===== src/rtl/decoder_fixed_point.sv =====
`default_nettype none
// ============================================================================
//  Module      : decoder_fixed_point
//  Description : Sequential fixed-point dense-layer decoder.
//                out[j] = b[j] + sum_i z[i] * w[j*N_LATENT + i]
//                Time-multiplexed on a single multiply-accumulate unit,
//                one MAC per clock. Valid/ready handshakes on input and output.
//  Revision    : 1.0 - initial release
// ----------------------------------------------------------------------------
//  Ports
//    clk        in   rising-edge clock
//    rst_n      in   asynchronous active-low reset
//    in_valid   in   z is valid
//    in_ready   out  block can accept z (IDLE and not in reset)
//    z          in   latent vector, element i at [(i+1)*BITSIZE-1 : i*BITSIZE]
//    w          in   weights, word j*N_LATENT+i is the term for output j, input i
//    b          in   bias, element j at word j
//    out_valid  out  out holds a complete result
//    out_ready  in   downstream accepts out
//    out        out  result, element j at word j
//    busy       out  high while computing
// ============================================================================
module decoder_fixed_point #(
    parameter int N_LATENT = 4,
    parameter int M_OUTPUT = 9,
    parameter int BITSIZE  = 32,
    parameter int FRAC     = 16
) (
    input  logic                             clk,
    input  logic                             rst_n,
    input  logic                             in_valid,
    output logic                             in_ready,
    input  logic [N_LATENT*BITSIZE-1:0]          z,
    input  logic [N_LATENT*M_OUTPUT*BITSIZE-1:0] w,
    input  logic [M_OUTPUT*BITSIZE-1:0]          b,
    output logic                             out_valid,
    input  logic                             out_ready,
    output logic [M_OUTPUT*BITSIZE-1:0]          out,
    output logic                             busy
);

    // ------------------------------------------------------------------------
    // Counter and index widths
    // ------------------------------------------------------------------------
    localparam int c_I_W    = (N_LATENT > 1) ? $clog2(N_LATENT) : 1;
    localparam int c_J_W    = (M_OUTPUT > 1) ? $clog2(M_OUTPUT) : 1;
    localparam int c_WIDX_W = (N_LATENT * M_OUTPUT > 1) ? $clog2(N_LATENT * M_OUTPUT) : 1;

    // ------------------------------------------------------------------------
    // State machine encoding
    // ------------------------------------------------------------------------
    typedef enum logic [1:0] {
        S_IDLE    = 2'd0,
        S_COMPUTE = 2'd1,
        S_DONE    = 2'd2
    } state_t;

    state_t r_state;
    state_t w_state_next;

    // ------------------------------------------------------------------------
    // Datapath registers
    // ------------------------------------------------------------------------
    logic [N_LATENT*BITSIZE-1:0] r_z;
    logic [BITSIZE-1:0]          r_acc;
    logic [c_I_W-1:0]            r_i;
    logic [c_J_W-1:0]            r_j;
    logic [BITSIZE-1:0]          r_out_arr [M_OUTPUT];

    // ------------------------------------------------------------------------
    // Word views of the packed buses
    // ------------------------------------------------------------------------
    logic [BITSIZE-1:0] w_z_arr [N_LATENT];
    logic [BITSIZE-1:0] w_w_arr [N_LATENT*M_OUTPUT];
    logic [BITSIZE-1:0] w_b_arr [M_OUTPUT];

    genvar gi;
    generate
        for (gi = 0; gi < N_LATENT; gi++) begin : g_z_words
            assign w_z_arr[gi] = r_z[gi*BITSIZE +: BITSIZE];
        end
        for (gi = 0; gi < N_LATENT*M_OUTPUT; gi++) begin : g_w_words
            assign w_w_arr[gi] = w[gi*BITSIZE +: BITSIZE];
        end
        for (gi = 0; gi < M_OUTPUT; gi++) begin : g_b_words
            assign w_b_arr[gi] = b[gi*BITSIZE +: BITSIZE];
            assign out[gi*BITSIZE +: BITSIZE] = r_out_arr[gi];
        end
    endgenerate

    // ------------------------------------------------------------------------
    // MAC datapath
    // ------------------------------------------------------------------------
    logic [c_WIDX_W-1:0]          w_widx;
    logic [BITSIZE-1:0]           w_z_sel;
    logic [BITSIZE-1:0]           w_w_sel;
    logic signed [2*BITSIZE-1:0]  w_prod_full;
    logic [BITSIZE-1:0]           w_prod;
    logic [BITSIZE-1:0]           w_acc_base;
    logic [BITSIZE-1:0]           w_acc_next;
    logic                         w_last_i;
    logic                         w_last_j;

    assign w_widx  = c_WIDX_W'(r_j) * c_WIDX_W'(N_LATENT) + c_WIDX_W'(r_i);
    assign w_z_sel = w_z_arr[r_i];
    assign w_w_sel = w_w_arr[w_widx];

    // Full-precision signed product; the arithmetic shift floors toward minus
    // infinity and the cast keeps bits [FRAC+BITSIZE-1 : FRAC].
    assign w_prod_full = $signed(w_z_sel) * $signed(w_w_sel);
    assign w_prod      = BITSIZE'(w_prod_full >>> FRAC);

    // The first term of each output row seeds the accumulator with its bias.
    assign w_acc_base = (r_i == '0) ? w_b_arr[r_j] : r_acc;
    assign w_acc_next = w_acc_base + w_prod;   // wraps modulo 2^BITSIZE

    assign w_last_i = (r_i == c_I_W'(N_LATENT - 1));
    assign w_last_j = (r_j == c_J_W'(M_OUTPUT - 1));

    // ------------------------------------------------------------------------
    // Status outputs
    // ------------------------------------------------------------------------
    // in_ready looks at rst_n directly so it drops the instant reset asserts
    // and rises on release without waiting for an edge.
    assign in_ready  = (r_state == S_IDLE) && rst_n;
    assign out_valid = (r_state == S_DONE);
    assign busy      = (r_state == S_COMPUTE);

    // ------------------------------------------------------------------------
    // State register
    // ------------------------------------------------------------------------
    always_ff @(posedge clk or negedge rst_n) begin
        if (!rst_n) begin
            r_state <= S_IDLE;
        end else begin
            r_state <= w_state_next;
        end
    end

    // ------------------------------------------------------------------------
    // Next-state logic
    // ------------------------------------------------------------------------
    always_comb begin
        w_state_next = r_state;
        case (r_state)
            S_IDLE: begin
                if (in_valid) begin
                    w_state_next = S_COMPUTE;
                end
            end
            S_COMPUTE: begin
                if (w_last_i && w_last_j) begin
                    w_state_next = S_DONE;
                end
            end
            S_DONE: begin
                if (out_ready) begin
                    w_state_next = S_IDLE;
                end
            end
            default: begin
                w_state_next = S_IDLE;
            end
        endcase
    end

    // ------------------------------------------------------------------------
    // Datapath registers: latch z on accept, run one MAC per COMPUTE cycle.
    // out is only written in COMPUTE, so it is held through DONE and IDLE.
    // ------------------------------------------------------------------------
    always_ff @(posedge clk or negedge rst_n) begin
        if (!rst_n) begin
            r_z   <= '0;
            r_acc <= '0;
            r_i   <= '0;
            r_j   <= '0;
            for (int k = 0; k < M_OUTPUT; k++) begin
                r_out_arr[k] <= '0;
            end
        end else begin
            case (r_state)
                S_IDLE: begin
                    if (in_valid) begin
                        r_z <= z;
                        r_i <= '0;
                        r_j <= '0;
                    end
                end
                S_COMPUTE: begin
                    r_acc <= w_acc_next;
                    if (w_last_i) begin
                        r_out_arr[r_j] <= w_acc_next;
                        r_i            <= '0;
                        r_j            <= r_j + 1'b1;
                    end else begin
                        r_i <= r_i + 1'b1;
                    end
                end
                default: begin
                end
            endcase
        end
    end

endmodule
`default_nettype wire


===== config.mk =====
export PLATFORM = sky130hd
export DESIGN_NAME = decoder_fixed_point
export DESIGN_NICKNAME = d
export VERILOG_FILES = /design/src/rtl/decoder_fixed_point.sv
export SDC_FILE = /design/constraint.sdc
export NUM_CORES = 2
export LEC_CHECK = 0
export CORE_AREA = 5 5 722 724
export CTS_CLUSTER_DIAMETER = 50
export DETAILED_ROUTE_END_ITERATION = 16
export DIE_AREA = 0 0 727 729
export DONT_BUFFER_PORTS = 1
export GPL_TIMING_DRIVEN = 0
export HOLD_SLACK_MARGIN = 0.15
export PLACE_DENSITY_LB_ADDON = 0.05
export RECOVER_POWER = 100
export SLEW_MARGIN = 20
export SYNTH_ARGS = -nofsm -noshare
export SYNTH_HDL_FRONTEND = slang
export SYNTH_SLANG_ARGS = --single-unit
export TNS_END_PERCENT = 1

===== constraint.sdc =====
create_clock -name clk -period 22.5 [get_ports clk]
set_input_delay 6.75 -clock clk [delete_from_list [all_inputs] [get_ports clk]]
set_output_delay 6.75 -clock clk [all_outputs]
set_load 0.05 [all_outputs]

== Yosys cells after proc, flatten, opt, wreduce, memory -nomap -nowiden ==
Index checks and enable logic that the tools add are counted.

* $lt $le $gt $ge: 4
* Muxes and demuxes: 23
* Add/sub/neg operators: 4
* Reduce and logical (&&, ||, !) cells: 11
* Eq/ne operators: 8
* Bitwise logic cells: 3
* Multipliers: 1

{| class="wikitable"
|+ Operators with widths
! cell !! count
|-
| 288-bit bitwise mux || 1
|-
| 32-bit 2-to-1 mux || 8
|-
| 32-bit binary-select mux with 6-bit select || 1
|-
| 32-bit binary-select mux with 4-bit select || 1
|-
| 32-bit demux with 4-bit select || 1
|-
| 32-bit binary-select mux with 2-bit select || 1
|-
| 32-bit by 32-bit multiplier with 48-bit output || 1
|-
| 32-bit adder || 1
|-
| 2-bit 2-to-1 mux || 5
|-
| 4-bit 2-to-1 mux || 2
|-
| 4-bit case mux with 2 select lines || 1
|-
| 7-bit >= comparator, second input constant || 1
|-
| 6-bit NOT with 7-bit output || 1
|-
| 6-bit by 2-bit adder with 6-bit output || 1
|-
| 2-bit by 1-bit inequality test with 1-bit output, second input constant || 3
|-
| 2-bit case mux with 3 select lines || 1
|-
| 2-bit AND reduction || 3
|-
| 3-bit AND reduction || 2
|-
| 5-bit >= comparator, second input constant || 1
|-
| 5-bit by 1-bit < comparator with 1-bit output, second input constant || 1
|-
| 4-bit NOT with 5-bit output || 1
|-
| 4-bit by 1-bit adder with 4-bit output, second input constant || 1
|-
| 2-bit equality test, second input constant || 2
|-
| 4-bit equality test, second input constant || 1
|-
| other kinds (9) || 12
|}

* Input port bits: 1572
* Flip-flop bits (word level): 456
* Output and inout port bits: 291

== Longest topological paths before layout ==
* Depth after elaboration: 8
* Depth in mapped cells: 56

== Worst setup path before layout ==
Ideal clock, no wire load.

* Path type: input-to-reg
* From: in w[360]
* To: reg r_acc[28]
* Arrival: 17.120 ns
* Setup time: 0.067 ns
* Data required time: 22.433 ns
* Slack: 5.313 ns
* Cell stages on the path: 34
* Path buffers: 1
* Cells stage by stage: mux4_2 mux4_2 nand2_1 a21oi_1 a21oi_1 clkbuf_1 nor2_1 fa_1 inv_1 fa_1 fa_1 fa_1 inv_1 fa_1 fa_1 fa_1 fa_1 ha_1 a21o_1 a21o_1 a21o_1 a21o_1 a211o_1 or3b_2 a2111oi_0 nor2_1 a21o_1 xor2_1 ha_1 a211o_1 o41ai_1 or4b_2 o211ai_1 mux2_2

* Word-level cells in the longest chain between the ends: 5

{| class="wikitable"
|+ RTL lines
! item !! line !! RTL
|-
| start: declaration || 34 || <nowiki>input logic [N_LATENT*M_OUTPUT*BITSIZE-1:0] w,</nowiki>
|-
| 32-bit binary-select mux with 6-bit select || 106 || <nowiki>assign w_w_sel = w_w_arr[w_widx];</nowiki>
|-
| 32-bit 2-to-1 mux (not written as such) (2 in series) || 106 ||
|-
| 32-bit by 32-bit multiplier with 48-bit output || 110 || <nowiki>assign w_prod_full = $signed(w_z_sel) * $signed(w_w_sel);</nowiki>
|-
| 32-bit adder || 115 || <nowiki>assign w_acc_next = w_acc_base + w_prod;</nowiki>
|-
| end signal: assignment || 190 || <nowiki>r_acc <= w_acc_next;</nowiki>
|-
| end: declaration || 65 || <nowiki>logic [BITSIZE-1:0] r_acc;</nowiki>
|}

Every way passes these cells. The select of a mux whose other input is x is not followed.
A chain may end at the register's enable or synchronous reset.

== Final worst setup path ==
* From: reg r_i[1]
* To: reg r_out_arr, in the netlist out[60]

* Word-level cells in the longest chain between the ends: 8
* Elaborated cells between the ends (all ways): 16
* Those cells by class: add/sub (2); mul (1); eq/ne (1); mux (8); bitwise (2); reduce/logical (2)

{| class="wikitable"
|+ RTL lines
! item !! line !! RTL
|-
| start: declaration || 66 || <nowiki>logic [c_I_W-1:0] r_i;</nowiki>
|-
| start signal: assignment || 196 || <nowiki>r_i <= r_i + 1'b1;</nowiki>
|-
| 6-bit by 2-bit adder with 6-bit output || 104 || <nowiki>assign w_widx = c_WIDX_W'(r_j) * c_WIDX_W'(N_LATENT) + c_WIDX_W'(r_i);</nowiki>
|-
| 6-bit NOT with 7-bit output (not written as such) || 106 ||
|-
| 32-bit binary-select mux with 6-bit select || 106 ||
|-
| 32-bit 2-to-1 mux (not written as such) (2 in series) || 106 ||
|-
| 32-bit by 32-bit multiplier with 48-bit output || 110 ||
|-
| 32-bit adder || 115 ||
|-
| 288-bit bitwise mux || 192 || <nowiki>r_out_arr[r_j] <= w_acc_next;</nowiki>
|-
| end signal: indexed assignment || 192 ||
|-
| end: declaration || 68 || <nowiki>logic [BITSIZE-1:0] r_out_arr [M_OUTPUT];</nowiki>
|}

Several ways; a longest one is shown, not always the timed one. The select of a mux whose other input is x is not followed.

==> flow_summary.toml <==
[placed_design]
hpwl_um = 527000
io_buffer_count = 0
dp.cells = 12900
gp_congestion = 0.930
pre_cts_slack_ns = 1.50

[synth]
netlist_area_um2 = 59200
synth.top_cell.area_share = 0.284
synth_flop_cell = "dfrtp_1"
synthArstFlopShare = 1.00
yosysTopAreaCell = "fa_1"
synth_edf_count = 0
synthCells = 6017
yosysWarnings = 0
ys_seq_area_frac = 0.193
synth_most_common_cell = "nand2_1"
netlist_top_cells_count = "nand2_1 (1055), inv_1 (867), fa_1 (839)"
syn_area_per_cell_um2 = 9.83
synth_nets = 8628
synthTopCellsByArea = "fa_1 (28%), dfrtp_1 (19%), mux4_2 (14%)"
ys_ff_latch = 456
yosysUniqueCellTypes = 76

[worst_setup_path]
startpoint_type = "flop"
ff2ff_setup_slack_ns = 1.34
r2r_end = "out[60]"
cp-end-kind = "flop"
r2r_start = "r_i[1]"
crit_type = "flop to flop"
crit_fanout = 10
worst_path_largest_cell_delay_ns = 0.99
cp_common_cell = "buf_2"
cp-startpoint = "r_i[1]"
cp_slowest_cell = "buf_2"
r2r_cells = 46
cp.arrival_ns = 21.93
cp.required_ns = 23.26

[job]
cap_violations = 3

[clocking]
cts_tree = "done"
numCtsBuffers = 122
clkSinkCount = 456
cts_buffer_depth = 4
cts_resized = 0
hold_buffers = 0
clk_latency_ns = 0.87
postCtsSetupBuffers = 0
clk_pin_slew_ns = 0.05
htree_levels = 3
clockRootBuffer = "clkbuf_16"

[min_path]
hold_end = "r_z[63]"
min_path_type = "flop to flop"
hp-start = "r_z[63]"
whs_path_depth = 2

[die]
initial_utilization = 0.115
die_width_um = 727
ios = 1863
core_um2 = 515000
dieArea_um2 = 530000
fp-row-count = 264
dieHeight_um = 729

[timing]
post-route-period-util = 0.941
setup_ws_ns = 1.34
period_needed_ns = 21.16
maxSlewViolCount = 200
tightest_slew_ns = 6.88
finalHoldViolCount = 0
fmax_mhz = 47.3
fin_setup_tns_ns = 0
rsz0062_at_grt = "false"
relSlewSlack = -3.58
finClkSkew_ns = 0.114
setup_violations = 0

[layout]
stdcell_count = 13500
areaGrowthSynthToFinish_pct = 25.6
final_net_count = 8840
drive_gt1_frac = 0.147
fillers = 58300

[outcome]
outcome = "complete, but fails checks"
violations = "antenna violations, max-capacitance violations, max-slew violations"

[route]
num_vias = 51900
drt_iter0_drc = 4601
ant_nets = 4
viasPerCell = 3.84
wirelength_um = 590000
drc = 0
first_pass_iters = 7
wire_per_inst_um = 43.6

[grt]
grt.overflow.total = 0
grt_max_degree = 153
grt_pass1_wl_um = 718000
antenna_found_initial = 464
grt_usage = 0.215
grt_pass1_vias = 53800
[through the flow]
stage               instance area, um2   util  hold slack (ns)
floorplan                        59200      -            0.440
global route                     73700  0.143            0.482
CTS                              74000  0.144            0.471
global placement                 67600  0.131            0.455
finish                           74300  0.144            0.469
detailed placement               69800  0.136            0.458
[routing by layer]
| metal | up-vias | global-route usage | wire, um |
|---|---|---|---|
| met4 | 148 | 0.0549 | 16700 |
| met2 | 2604 | 0.341 | 268000 |
| met3 | 759 | 0.0556 | 40800 |
| met1 | 27900 | 0.291 | 264000 |
| li1 | 20500 | - | - |
| met5 | - | 0 | 960 |
[worst max-delay path by stage]
stage	slack (ns)	cells past startpoint	end
final	1.34	46	out[60]
after global routing	0.60	53	out[183]
after CTS	1.35	46	out[127]
after detailed placement	1.50	46	out[31]
after global placement	-2.17	40	out[62]
after floorplan	5.31	34	r_acc[28]
[area by class of cell]
cell class	instances	area, um2	share of cell area
well taps	6783	8490	0.114
multi-input cells	4305	42900	0.578
plain buffers	386	1950	0.0263
clock buffers	153	3340	0.0450
flip-flops and latches	456	11400	0.154
repair buffers	88	981	0.0132
inverters	870	3270	0.0439
diodes	412	1030	0.0139
clock inverters	67	906	0.0122
[state kept, by name, indices dropped and copies added, names as in the netlist]
name,cells
r_j,4
r_acc,32
r_z,128
r_state,2
r_i,2
out,288
[critical path, delay by kind of cell (launching register included)]
kind                     cells  cell delay [ns]
multiplexers                 1             0.23
buffers and inverters       19             9.77
flip-flops                   1             0.65
adder cells (fa/ha/maj)     10             5.09
AND/OR/NAND/NOR              8             2.28
XOR/XNOR                     1             0.24
AO/OA/AOI/OAI                7             2.38
[placed cells by master (no fill, tap or decap), types with 38 or more instances in the layout]
cell / Yosys / layout
fa_1: 839 / 839
ha_1: 200 / 200
a22oi_1: 55 / 51
a21oi_1: 159 / 143
and2_1: 57 / 54
inv_1: 867 / 867
diode_2: 0 / 412
buf_2: 64 / 64
mux4_2: 357 / 357
xnor2_1: 71 / 66
clkbuf_2: 1 / 58
nand2_1: 1055 / 1053
nand2b_1: 132 / 132
dfrtp_1: 456 / 456
mux2_2: 71 / 71
nor2_1: 561 / 559
mux2i_1: 59 / 54
clkbuf_16: 0 / 123
a21o_1: 46 / 46
o21a_1: 38 / 38
o21ai_0: 341 / 346
clkbuf_1: 254 / 256
[cells by family after synthesis]
group / count (synthesis) / synth area share
xor+xnor: 102 / 0.0157
buf+inv: 1256 / 0.0868
compound gates: 740 / 0.0739
simple gates: 1912 / 0.134
fa+ha+maj: 1039 / 0.326
flops: 456 / 0.193
mux: 512 / 0.171
Power is left out: the tool's default activity adds up to more than one toggle a clock period on the data nets, which glitch-free logic cannot reach.
